**config.mk**
```make
export PLATFORM = sky130hd
export DESIGN_NAME = if_queue
export DESIGN_NICKNAME = d
export VERILOG_FILES = /design/src/rtl/if_queue.sv
export SDC_FILE = /design/constraint.sdc
export NUM_CORES = 1
export LEC_CHECK = 0
export CORE_MARGIN = 1.5
export CORE_UTILIZATION = 50
export DETAILED_ROUTE_END_ITERATION = 8
export PLACE_DENSITY = 0.72
export SLEW_MARGIN = 25
export SYNTH_ARGS = -nofsm -noshare
export SYNTH_HDL_FRONTEND = slang
export SYNTH_SLANG_ARGS = --single-unit
```
**constraint.sdc**
```tcl
create_clock -name clk -period 14.1 [get_ports clk]
set_input_delay 1.41 -clock clk [delete_from_list [all_inputs] [get_ports clk]]
set_output_delay 1.41 -clock clk [all_outputs]
set_load 0.1 [all_outputs]
```
**src/rtl/if_queue.sv**
```systemverilog
// Instruction-fetch queue: issues in-order imem requests for the PC stage, buffers
// PC-tagged responses in a small FIFO for decode, and drops everything in flight on a taken branch.
module if_queue #(
  parameter int DEPTH      = 4,
  parameter int ADDR_WIDTH = 32,
  parameter int DATA_WIDTH = 32
) (
  input  logic                   clk,
  input  logic                   rst,
  input  logic [ADDR_WIDTH-1:0]  pc_i,
  input  logic                   pc_valid_i,
  output logic                   pc_ready_o,
  input  logic                   flush_i,
  output logic                   imem_req_o,
  output logic [ADDR_WIDTH-1:0]  imem_addr_o,
  input  logic                   imem_gnt_i,
  input  logic                   imem_rvalid_i,
  input  logic [DATA_WIDTH-1:0]  imem_rdata_i,
  output logic                   instr_valid_o,
  output logic [DATA_WIDTH-1:0]  instr_o,
  output logic [ADDR_WIDTH-1:0]  instr_pc_o,
  input  logic                   instr_ready_i,
  output logic [$clog2(DEPTH):0] count_o
);
  localparam int PW = $clog2(DEPTH);
  localparam int CW = PW + 1;
  localparam logic [DATA_WIDTH-1:0] NOP = DATA_WIDTH'(32'h0000_0013);

  typedef struct packed {
    logic [DATA_WIDTH-1:0] instr;
    logic [ADDR_WIDTH-1:0] pc;
  } entry_t;

  entry_t                instr_mem [DEPTH];
  logic [ADDR_WIDTH-1:0] tag_mem   [DEPTH];

  logic [PW-1:0] iwr_q, iwr_d, ird_q, ird_d;
  logic [PW-1:0] twr_q, twr_d, trd_q, trd_d;
  logic [CW-1:0] count_q, count_d, outst_q, outst_d, discard_q, discard_d;

  logic [CW:0] load;
  logic        credit, req_acc, rsp_take, rsp_drop, pop;
  entry_t      head;

  // Responses still owed to discarded requests occupy credit just like live ones.
  assign load     = (CW+1)'(count_q) + (CW+1)'(outst_q) + (CW+1)'(discard_q);
  assign credit   = load < (CW+1)'(DEPTH);

  assign imem_req_o  = rst & pc_valid_i & credit & ~flush_i;
  assign imem_addr_o = {pc_i[ADDR_WIDTH-1:2], 2'b00};
  assign req_acc     = imem_req_o & imem_gnt_i;
  assign pc_ready_o  = req_acc;

  assign rsp_drop = imem_rvalid_i & (discard_q != '0);
  assign rsp_take = imem_rvalid_i & (discard_q == '0) & (outst_q != '0);

  assign head          = instr_mem[ird_q];
  assign instr_valid_o = (count_q != '0);
  assign instr_o       = instr_valid_o ? head.instr : NOP;
  assign instr_pc_o    = instr_valid_o ? head.pc : '0;
  assign count_o       = count_q;
  assign pop           = instr_valid_o & instr_ready_i;

  always_comb begin
    // NOTE: every next-state signal gets a default first so no path leaves one unassigned (no latches).
    iwr_d     = iwr_q;
    ird_d     = ird_q;
    twr_d     = twr_q;
    trd_d     = trd_q;
    count_d   = count_q + CW'(rsp_take) - CW'(pop);
    outst_d   = outst_q + CW'(req_acc) - CW'(rsp_take);
    discard_d = discard_q - CW'(rsp_drop);

    if (req_acc)  twr_d = twr_q + 1'b1;
    if (rsp_take) begin
      trd_d = trd_q + 1'b1;
      iwr_d = iwr_q + 1'b1;
    end
    if (pop)      ird_d = ird_q + 1'b1;

    if (flush_i) begin
      iwr_d     = '0;
      ird_d     = '0;
      twr_d     = '0;
      trd_d     = '0;
      count_d   = '0;
      outst_d   = '0;
      // Every request still in flight turns into a response to be dropped.
      discard_d = outst_q - CW'(rsp_take) + discard_q - CW'(rsp_drop);
    end
  end

  // NOTE: state registers use non-blocking assignments so all flops sample pre-edge values.
  always_ff @(posedge clk or negedge rst) begin
    if (!rst) begin
      iwr_q     <= '0;
      ird_q     <= '0;
      twr_q     <= '0;
      trd_q     <= '0;
      count_q   <= '0;
      outst_q   <= '0;
      discard_q <= '0;
    end else begin
      iwr_q     <= iwr_d;
      ird_q     <= ird_d;
      twr_q     <= twr_d;
      trd_q     <= trd_d;
      count_q   <= count_d;
      outst_q   <= outst_d;
      discard_q <= discard_d;
    end
  end

  // NOTE: storage arrays are not reset; the counters alone decide which entries are meaningful.
  always_ff @(posedge clk) begin
    if (req_acc) tag_mem[twr_q] <= pc_i;
    if (rsp_take && !flush_i) instr_mem[iwr_q] <= {imem_rdata_i, tag_mem[trd_q]};
  end

`ifndef SYNTHESIS
  a_no_orphan_rsp: assert property (@(posedge clk) disable iff (!rst)
    imem_rvalid_i |-> (outst_q != '0 || discard_q != '0));
  a_count_range: assert property (@(posedge clk) disable iff (!rst)
    count_q <= CW'(DEPTH));
  a_no_overflow: assert property (@(posedge clk) disable iff (!rst)
    !(rsp_take && !pop && count_q == CW'(DEPTH)));
  a_no_underflow: assert property (@(posedge clk) disable iff (!rst)
    !(pop && count_q == '0));
`endif

endmodule

```
Word-level counts from Yosys, hierarchy flattened

Memories as Yosys holds them, arrays and structs flattened.
Cells that the tools add are included.

Order comparisons: 1
Muxes and demuxes: 17
Bitwise gates (word level): 9
Reduce and logical (&&, ||, !) cells: 9
$add $sub $neg: 14

Operators with widths:

| operator              | number |
|---|---|
| $mux W32              | 2 |
| $mux W2               | 8 |
| $sub A3 B1 Y3         | 5 |
| $mux W3               | 3 |
| $reduce_bool A3 Y1    | 3 |
| $add A2 B1 Y2 const B | 4 |
| $and A1 B1 Y1         | 8 |
| $add A3 B1 Y3         | 2 |
| $reduce_bool A2 Y1    | 3 |
| $add A3 B3 Y4         | 1 |
| $add A4 B3 Y4         | 1 |
| $lt A4 B3 Y1 const B  | 1 |
| $mux W1               | 4 |
| $add A3 B3 Y3         | 1 |
| $logic_not A3 Y1      | 1 |
| $logic_and A1 B1 Y1   | 1 |
| $logic_not A1 Y1      | 1 |
| $not A1 Y1            | 1 |

Output and inout bits: 102
Word-level logic and storage cells: 59
Memories kept: 2
Register bits: 17
Bits in writable memories: 384
Bits of input ports: 71

Memories:

| memory    | words | bits a word | rd ports | clocked after Yosys merged registers in | write ports | line | RTL |
|---|---|---|---|---|---|---|---|
| instr_mem | 4     | 64          | 1        | 0                                       | 1           | 34   | `entry_t instr_mem [DEPTH];` |
| tag_mem   | 4     | 32          | 1        | 0                                       | 1           | 35   | `logic [ADDR_WIDTH-1:0] tag_mem [DEPTH];` |

Longest topological paths before layout

Gate-level depths: netlist of run 1.

Depth in word-level cells: 9
Gate-level depth with buffers: 13
Gate-level depth less buffers: 11

Worst setup path before layout of run 1

Ideal clock, no wire load.

Path kind: in2reg
Start point: input port imem_rvalid_i
End point: memory instr_mem[3][0] (netlist name) (enable)
Setup slack: 6.478 ns
Data required time: 13.522 ns
Arrival: 7.044 ns
Stages: 5
Setup time: 0.578 ns
Path through: or4b_1 > buf_2 > or2_1 > buf_2 > nor3b_1

Cells in the longest elaborated chain, start to end: 5

RTL lines:

| what                          | line | RTL |
|---|---|---|
| start: declaration            | 17   | `input logic imem_rvalid_i,` |
| $and A1 B1 Y1 (2 in series)   | 55   | `assign rsp_take = imem_rvalid_i & (discard_q == '0) & (outst_q != '0);` |
| $logic_and A1 B1 Y1           | 117  | `if (rsp_take && !flush_i) instr_mem[iwr_q] <= {imem_rdata_i, tag_mem[trd_q]};` |
| $mux W1                       | 117  |  |
| $mux W1 (implied by the code) | 117  |  |
| end: declaration              | 34   |  |

No other way between the ends.

Final worst setup path of run 1

Start point: input port rst
End point: output port pc_ready_o

Cells in the longest elaborated chain, start to end: 4

RTL lines:

| what                        | line | RTL |
|---|---|---|
| start: declaration          | 9    | `input logic rst,` |
| $and A1 B1 Y1 (3 in series) | 49   | `assign imem_req_o = rst & pc_valid_i & credit & ~flush_i;` |
| $and A1 B1 Y1               | 51   | `assign req_acc = imem_req_o & imem_gnt_i;` |
| end: declaration            | 12   | `output logic pc_ready_o,` |

No other way between the ends.

==> results of run 1 <==
worst max-delay path by stage:
stage                        from                        end  slack, ns  cells after the start
CTS                       flush_i                 pc_ready_o       8.11                      4
global route                  rst                 pc_ready_o       8.06                      4
global placement          flush_i                 pc_ready_o       8.16                      4
detailed placement        flush_i                 pc_ready_o       8.12                      4
finish                        rst                 pc_ready_o       8.34                      4
floorplan           imem_rvalid_i  instr_mem[3][0]$_DFFE_PP_       6.48                      5
cells in the final DEF, fill, tap and decap left out, types with 2 or more instances in the layout:
master and instances:
or3_1 2, inv_1 23, nor2_1 7, dfrtp_1 13, bufinv_16 3, nor3b_4 3
xnor2_1 5, or2_2 4, conb_1 2, clkinv_1 9, nor3_1 2, clkbuf_1 10
mux2i_1 2, clkdlybuf4s50_1 169, xor2_1 3, a21oi_1 5, and2_2 4, o21ai_0 5
fa_1 8, nand2_1 2, dfrtp_2 2, dfrtp_4 2, clkinvlp_4 2, buf_4 10
nor2b_1 3, edfxtp_1 384, clkbuf_16 43, clkinv_2 6, and2_1 61, o31ai_1 3
nor3b_2 2, mux4_2 96, ha_1 17
power breakdown:
part           switching, W  internal (W)  leakage, nW
clock              0.000422      0.000612        0.626
combinational       0.00102      0.000384         1.82
sequential        0.0000463       0.00133         3.67
cell type report:
cell class / count / area (um2) / area share [%]
Multi-Input combinational cell: 245 / 3390 / 17.8
Clock buffer: 53 / 1110 / 5.85
Clock inverter: 21 / 178 / 0.934
Inverter: 24 / 92.6 / 0.487
Sequential cell: 401 / 12000 / 62.9
Timing Repair Buffer: 181 / 1790 / 9.42
Tap cell: 396 / 495 / 2.60
metrics by stage:
stage / power, W / utilization (%) / area [um2] / hold WS [ns]
after floorplan: 0.00249 / - / 15800 / 0.500
after global placement: 0.00282 / 57.5 / 17700 / 0.540
after detailed placement: 0.00282 / 57.5 / 17700 / 0.548
after CTS: 0.00386 / 61.7 / 19000 / 0.564
after global routing: 0.00396 / 61.7 / 19000 / 0.584
final: 0.00382 / 61.7 / 19000 / 0.558
registers in the layout, indices dropped and copies added, names as in the netlist:
signal,flops
iwr_q,2
count_o,3
ird_q,2
tag_mem,128
discard_q,3
twr_q,2
instr_mem,256
outst_q,3
trd_q,2
cell families (layout without fill, tap and decap cells):
| family | Yosys count | in the layout | share of synthesized area [%] |
|---|---|---|---|
| DFF | 401 | 401 | 75.8 |
| and+or+nand+nor | 96 | 96 | 3.88 |
| other | 1 | 2 | 0.0238 |
| xor gates and xnor gates | 9 | 9 | 0.595 |
| muxes | 99 | 99 | 13.9 |
| adders and majority gates | 25 | 25 | 2.36 |
| AOI/OAI and AO/OA | 14 | 14 | 0.515 |
| buffers and inverters | 89 | 279 | 2.97 |
worst register-to-register path: cells and delay by family, from the launching register on:
family	cells	cell delay [ns]
xor gates and xnor gates	2	0.48
muxes	1	0.17
DFF	1	0.41
buffers and inverters	2	0.10
adders and majority gates	4	1.66
and+or+nand+nor	2	1.15
layer usage:
layer	vias up	wire (um)	GRT usage, %
met1	3748	12300	25.2
met4	0	534	4.61
met3	41	1420	3.15
met2	202	14600	30.8
li1	3209	-	-
met5	-	0	0
==> summary.txt, run 1 <==
Synthesis
  • Syn Area/Cell: 21.5 um2
  • Syn Std Cell Area: roughly 16000 um2
  • Area contributors post-synth: edfxtp_1 73%, mux4_2 14%, dfrtp_1 2.7%
  • Top cells by count, synth: 384 x edfxtp_1, 96 x mux4_2, 65 x and2_1
  • Area leader, netlist: edfxtp_1
  • Post-synth EDFFs: between 300 and 400
  • Count leader, synth: edfxtp_1
  • Sequential-to-total area share from yosys stat: approximately three quarters
  • Top-area cell type share of the netlist area: about three quarters
  • Primary FF master, synth: edfxtp_1
  • Distinct cells, synth: 35
  • Synth async-reset ratio: 4.24%
  • Synth warn: 0
  • Yosys reg bits: 401
  • Cells after synthesis: 734

Final layout
  • # fillers: approximately 2200
  • Filler-free cell count of the finished design: about 1300
  • Layout cells sized above 1: 19.7%
  • # diodes: 0
  • Area Overhead vs Synth: 20.6%
  • Fin nets: 990

Placement
  • IO Port Bufs: 170
  • Final Wtd Congestion: about 0.73
  • Inst Count DP: 1246
  • HPWL Detailed: 16.1 mm
  • DP Worst Slack: a little over 8 ns

Floorplanning
  • Num rows: 64
  • I/O Pins: 173
  • Die width: roughly 180 um
  • Vert. Die Dim: 181 um
  • Die Area: between 30000 and 40000 um2
  • Initial core utilization: 51.2%
  • CORE AREA: roughly 31000 um2

CTS
  • Clock sink count: 401
  • Clk Latency, worst-skew pair: 0.53 ns
  • CTS Buffer Depth: 3
  • Root Driver: clkbuf_16
  • CTS hold repair buffers: 0
  • Cts repair resizes: 0
  • Post-CTS Setup Repair Bufs: 0
  • Clk slew on worst S/H paths: 0.06 ns
  • TritonCTS clock tree: done
  • H-tree depth: 2
  • Num CTS Buffers: 41

Timing
  • Worst slew pin tran: 1.06 ns
  • Max Fclk: 174 MHz
  • Final Worst Setup Slack: approximately 8.3 ns
  • Clk_skew: 0.0217 ns
  • Final Hold Fails: 0
  • RSZ-0062 raised after global routing: no
  • Slew Limit Fails: 0
  • Period minus WS final: 5.76 ns
  • Max transition margin: 29.3%
  • Fin crit share: 40.9%
  • Fin Setup TNS: 0 ns
  • Final Setup Violations: 0

Critical path
  • Worst setup SP type: input pin
  • Worst setup EP type: output pin
  • WS Path Type: input pin to output pin
  • CP max FO: 18
  • Most common cell on crit path: clkdlybuf4s50_1
  • R2R Setup Slk: 10.05 ns
  • Critical path's slowest cell: clkdlybuf4s50_1
  • CP peak stage delay: approximately 1.2 ns
  • Arr. time, crit path: 4.35 ns
  • FF-to-FF End: discard_q[2]$_DFF_PN0_
  • Cell Chain, Critical Path: clkdlybuf4s50_1 > nand4b_1 > nor3b_2 > clkdlybuf4s50_1
  • Reg2Reg Depth: 11
  • Crit path required time: around 13 ns
  • Reg2reg start: discard_q[0]$_DFF_PN0_
  • CP bufs+invs: 2
  • Top delay family on crit path: buffers and inverters

Power and ir drop
  • VDD IR-drop max: 0.109 mV
  • Leakage power: slightly above 6 nW
  • Pwr Density: 201 nW/um2

Global routing
  • Gr ovfl total: 0
  • Gr usage total: 18.3%
  • Antenna violations before repair: 0
  • First-pass GRT wire length: between 40 and 50 mm
  • Largest net degree at the start of global routing: 66
  • Vias in the first global route: 7830

Route
  • Number of nets with antenna violations after routing: 0
  • Wirelength per Cell: 21.8 um
  • Drt first-iter violations: 480
  • Pre-antenna DRT Iters: 4
  • Via total after detailed routing: 7200
  • Routed vias/inst: 5.45
  • Routed Wire Length: just under 30 mm
  • Post-route DRC violation count: 0

Status
  • Status: complete, no violations

Min path
  • HP Class: register to register
  • WHS Endpoint: discard_q[2]$_DFF_PN0_
  • Worst Hold Depth: 1
  • Hold_sp: discard_q[2]$_DFF_PN0_

Flow run
  • Max-Cap Viols: 0
Power figures use the tool's default switching activity.
==> inputs of run 2 (changes only) <==
clock period = 5.3 ns   (was 14.1 ns; I/O delays follow)
==> run 2 against run 1 <==
First-iteration DRC count decreased by 1.7%; setup slack lost 7.7 ns; sequential power rose to 2.7 times the previous value; via count down 1.0%; design area increased by 0.57%; global-route usage decreased by 0.94 points; register-to-register slack worse by 8.8 ns; wire length is 4.7% lower; count of clock-buffer cells in the layout is 3 higher.
==> summary.txt, run 2 (synthesis results as in run 1) <==
Global routing
  • Largest net degree at the start of global routing: 66
  • Vias in the first global route: 7555
  • Gr usage total: ~17%
  • First-pass GRT wire length: 43.1 mm
  • Gr ovfl total: 0
  • Antenna violations before repair: 0

Final layout
  • # fillers: 2081
  • Commonest non-fill, non-tap cell in the layout: edfxtp_1
  • Area of the multi-input gates: approximately 3400 um2
  • Fin nets: 992
  • # diodes: 0
  • Top flop regs: instr_mem: 256 flops, tag_mem: 128 flops
  • Area Overhead vs Synth: 21.2%
  • Top reg by flops: instr_mem
  • Max reg flops: 256
  • Most frequent cells in the layout: 384 x edfxtp_1, 169 x clkdlybuf4s50_1, 96 x mux4_2, 61 x and2_1, 43 x clkbuf_16
  • Sequential Area: 12000 um2
  • Layout cells sized above 1: 19.8%

Timing
  • Period minus WS final: 4.71 ns
  • Clk_skew: a little under 0.02 ns
  • Final Hold Fails: 0
  • Final Setup Violations: 0
  • Fin crit share: 88.8%
  • RSZ-0062 raised after global routing: no
  • Worst slew pin tran: 0.993 ns
  • Max Fclk: 212 MHz
  • Max transition margin: approximately 34%
  • Final Worst Setup Slack: 0.591 ns
  • Fin Setup TNS: 0 ns
  • Slew Limit Fails: 0

Route
  • Post-route DRC violation count: 0
  • Pre-antenna DRT Iters: 4
  • Routed Wire Length: 27.5 mm
  • Number of nets with antenna violations after routing: 0
  • Routed vias/inst: about 5.4
  • Wirelength per Cell: 20.8 um
  • Drt first-iter violations: ~470
  • Via total after detailed routing: 7125

Placement
  • DP Worst Slack: 0.733 ns
  • IO Port Bufs: 170
  • HPWL Detailed: 15.7 mm
  • Final Wtd Congestion: 0.745

Flow run
  • Max-Cap Viols: 0

Critical path
  • CP bufs+invs: 2
  • Reg2reg start: discard_q[1]$_DFF_PN0_
  • CP max FO: 62
  • Crit path from: count_o[0]$_DFF_PN0_
  • Crit path required time: around 4.8 ns
  • Top delay family on crit path: buffers and inverters
  • Cell Chain, Critical Path: nor3_1 > clkinv_2 > and2_1 > clkdlybuf4s50_1
  • R2R Setup Slk: 1.28 ns
  • Worst setup SP type: register
  • CP peak stage delay: 0.98 ns
  • WS Path Type: register to output pin
  • Arr. time, crit path: about 4.2 ns
  • Critical path's slowest cell: clkdlybuf4s50_1
  • Worst setup EP type: output pin

CTS
  • Clock sink count: 401
  • Root Driver: clkbuf_16
  • Post-CTS Setup Repair Bufs: 0
  • Clk Latency, worst-skew pair: 0.52 ns
  • CTS hold repair buffers: 0
  • H-tree depth: 2
  • Cts repair resizes: 0
  • Clk slew on worst S/H paths: 0.06 ns
  • CTS Buffer Depth: 3
  • TritonCTS clock tree: done
  • Num CTS Buffers: 42

Floorplanning
  • Die Area: around 33000 um2
  • Num rows: 64
  • CORE AREA: a little over 30000 um2
  • Die width: 181 um
  • Initial core utilization: 51.2%
  • I/O Pins: 173
  • Vert. Die Dim: 181 um

Power and ir drop
  • Internal: 0.00624 W
  • Clock power share: roughly 27%
  • Leakage power: 6.17 nW
  • Comb power frac: 36.7%
  • Pwr Density: 531 nW/um2
  • VDD IR-drop max: 0.340 mV
  • Sw power: 0.00392 W
  • Seq pwr share: 36.1%
  • Switching portion of total power: 38.6%

Status
  • Status: complete, no violations

Min path
  • HP Class: input pin to async pin
run 2: final cells by class:
cell class	count	area share, %
timing repair buffer	182	9.78
inverter	24	0.477
clock buffer	56	5.98
clock inverter	16	0.857
multi-input combinational	245	17.8
tap	396	2.59
sequential	401	62.5
run 2: layer usage:
metal	track usage, %	vias up	part of all wire, %
met4	4.81	0	1.8
met2	29.8	188	51
met1	23.3	3674	43
li1	-	3223	-
met5	0	-	0
met3	2.73	40	4.2
run 2: metrics by stage:
step                instance area (um2)  std cells  hold WS [ns]  util (%)  total power, W
floorplan                         15800        735         0.234         -         0.00663
global placement                  17800       1247         0.533      57.7         0.00747
detailed placement                17800       1247         0.563      57.7         0.00749
CTS                               19100       1319         0.324      62.0          0.0103
global route                      19100       1320         0.348      62.1          0.0105
finish                            19100       1320         0.333      62.1          0.0102
run 2: power by group through the flow:
| stage | Combinational (W) | Clock [W] | Sequential, W |
|---|---|---|---|
| after floorplan | 0.00293 | 0 | 0.00370 |
| after global placement | 0.00371 | 0 | 0.00376 |
| after detailed placement | 0.00373 | 0 | 0.00376 |
| after CTS | 0.00373 | 0.00283 | 0.00369 |
| after global routing | 0.00389 | 0.00295 | 0.00368 |
| final | 0.00372 | 0.00277 | 0.00366 |
run 2: path summary, 6_finish.rpt:
path | cells after the start | end
hold reg to reg | 1 | discard_q[2]$_DFF_PN0_
hold / removal | 2 | twr_q[1]$_DFFE_PN0P_
min in group clk | 1 | discard_q[2]$_DFF_PN0_
setup reg to reg | 11 | discard_q[2]$_DFF_PN0_
max in group asynchronous | 2 | ird_q[0]$_DFFE_PN0P_
setup / recovery | 4 | instr_pc_o[22]
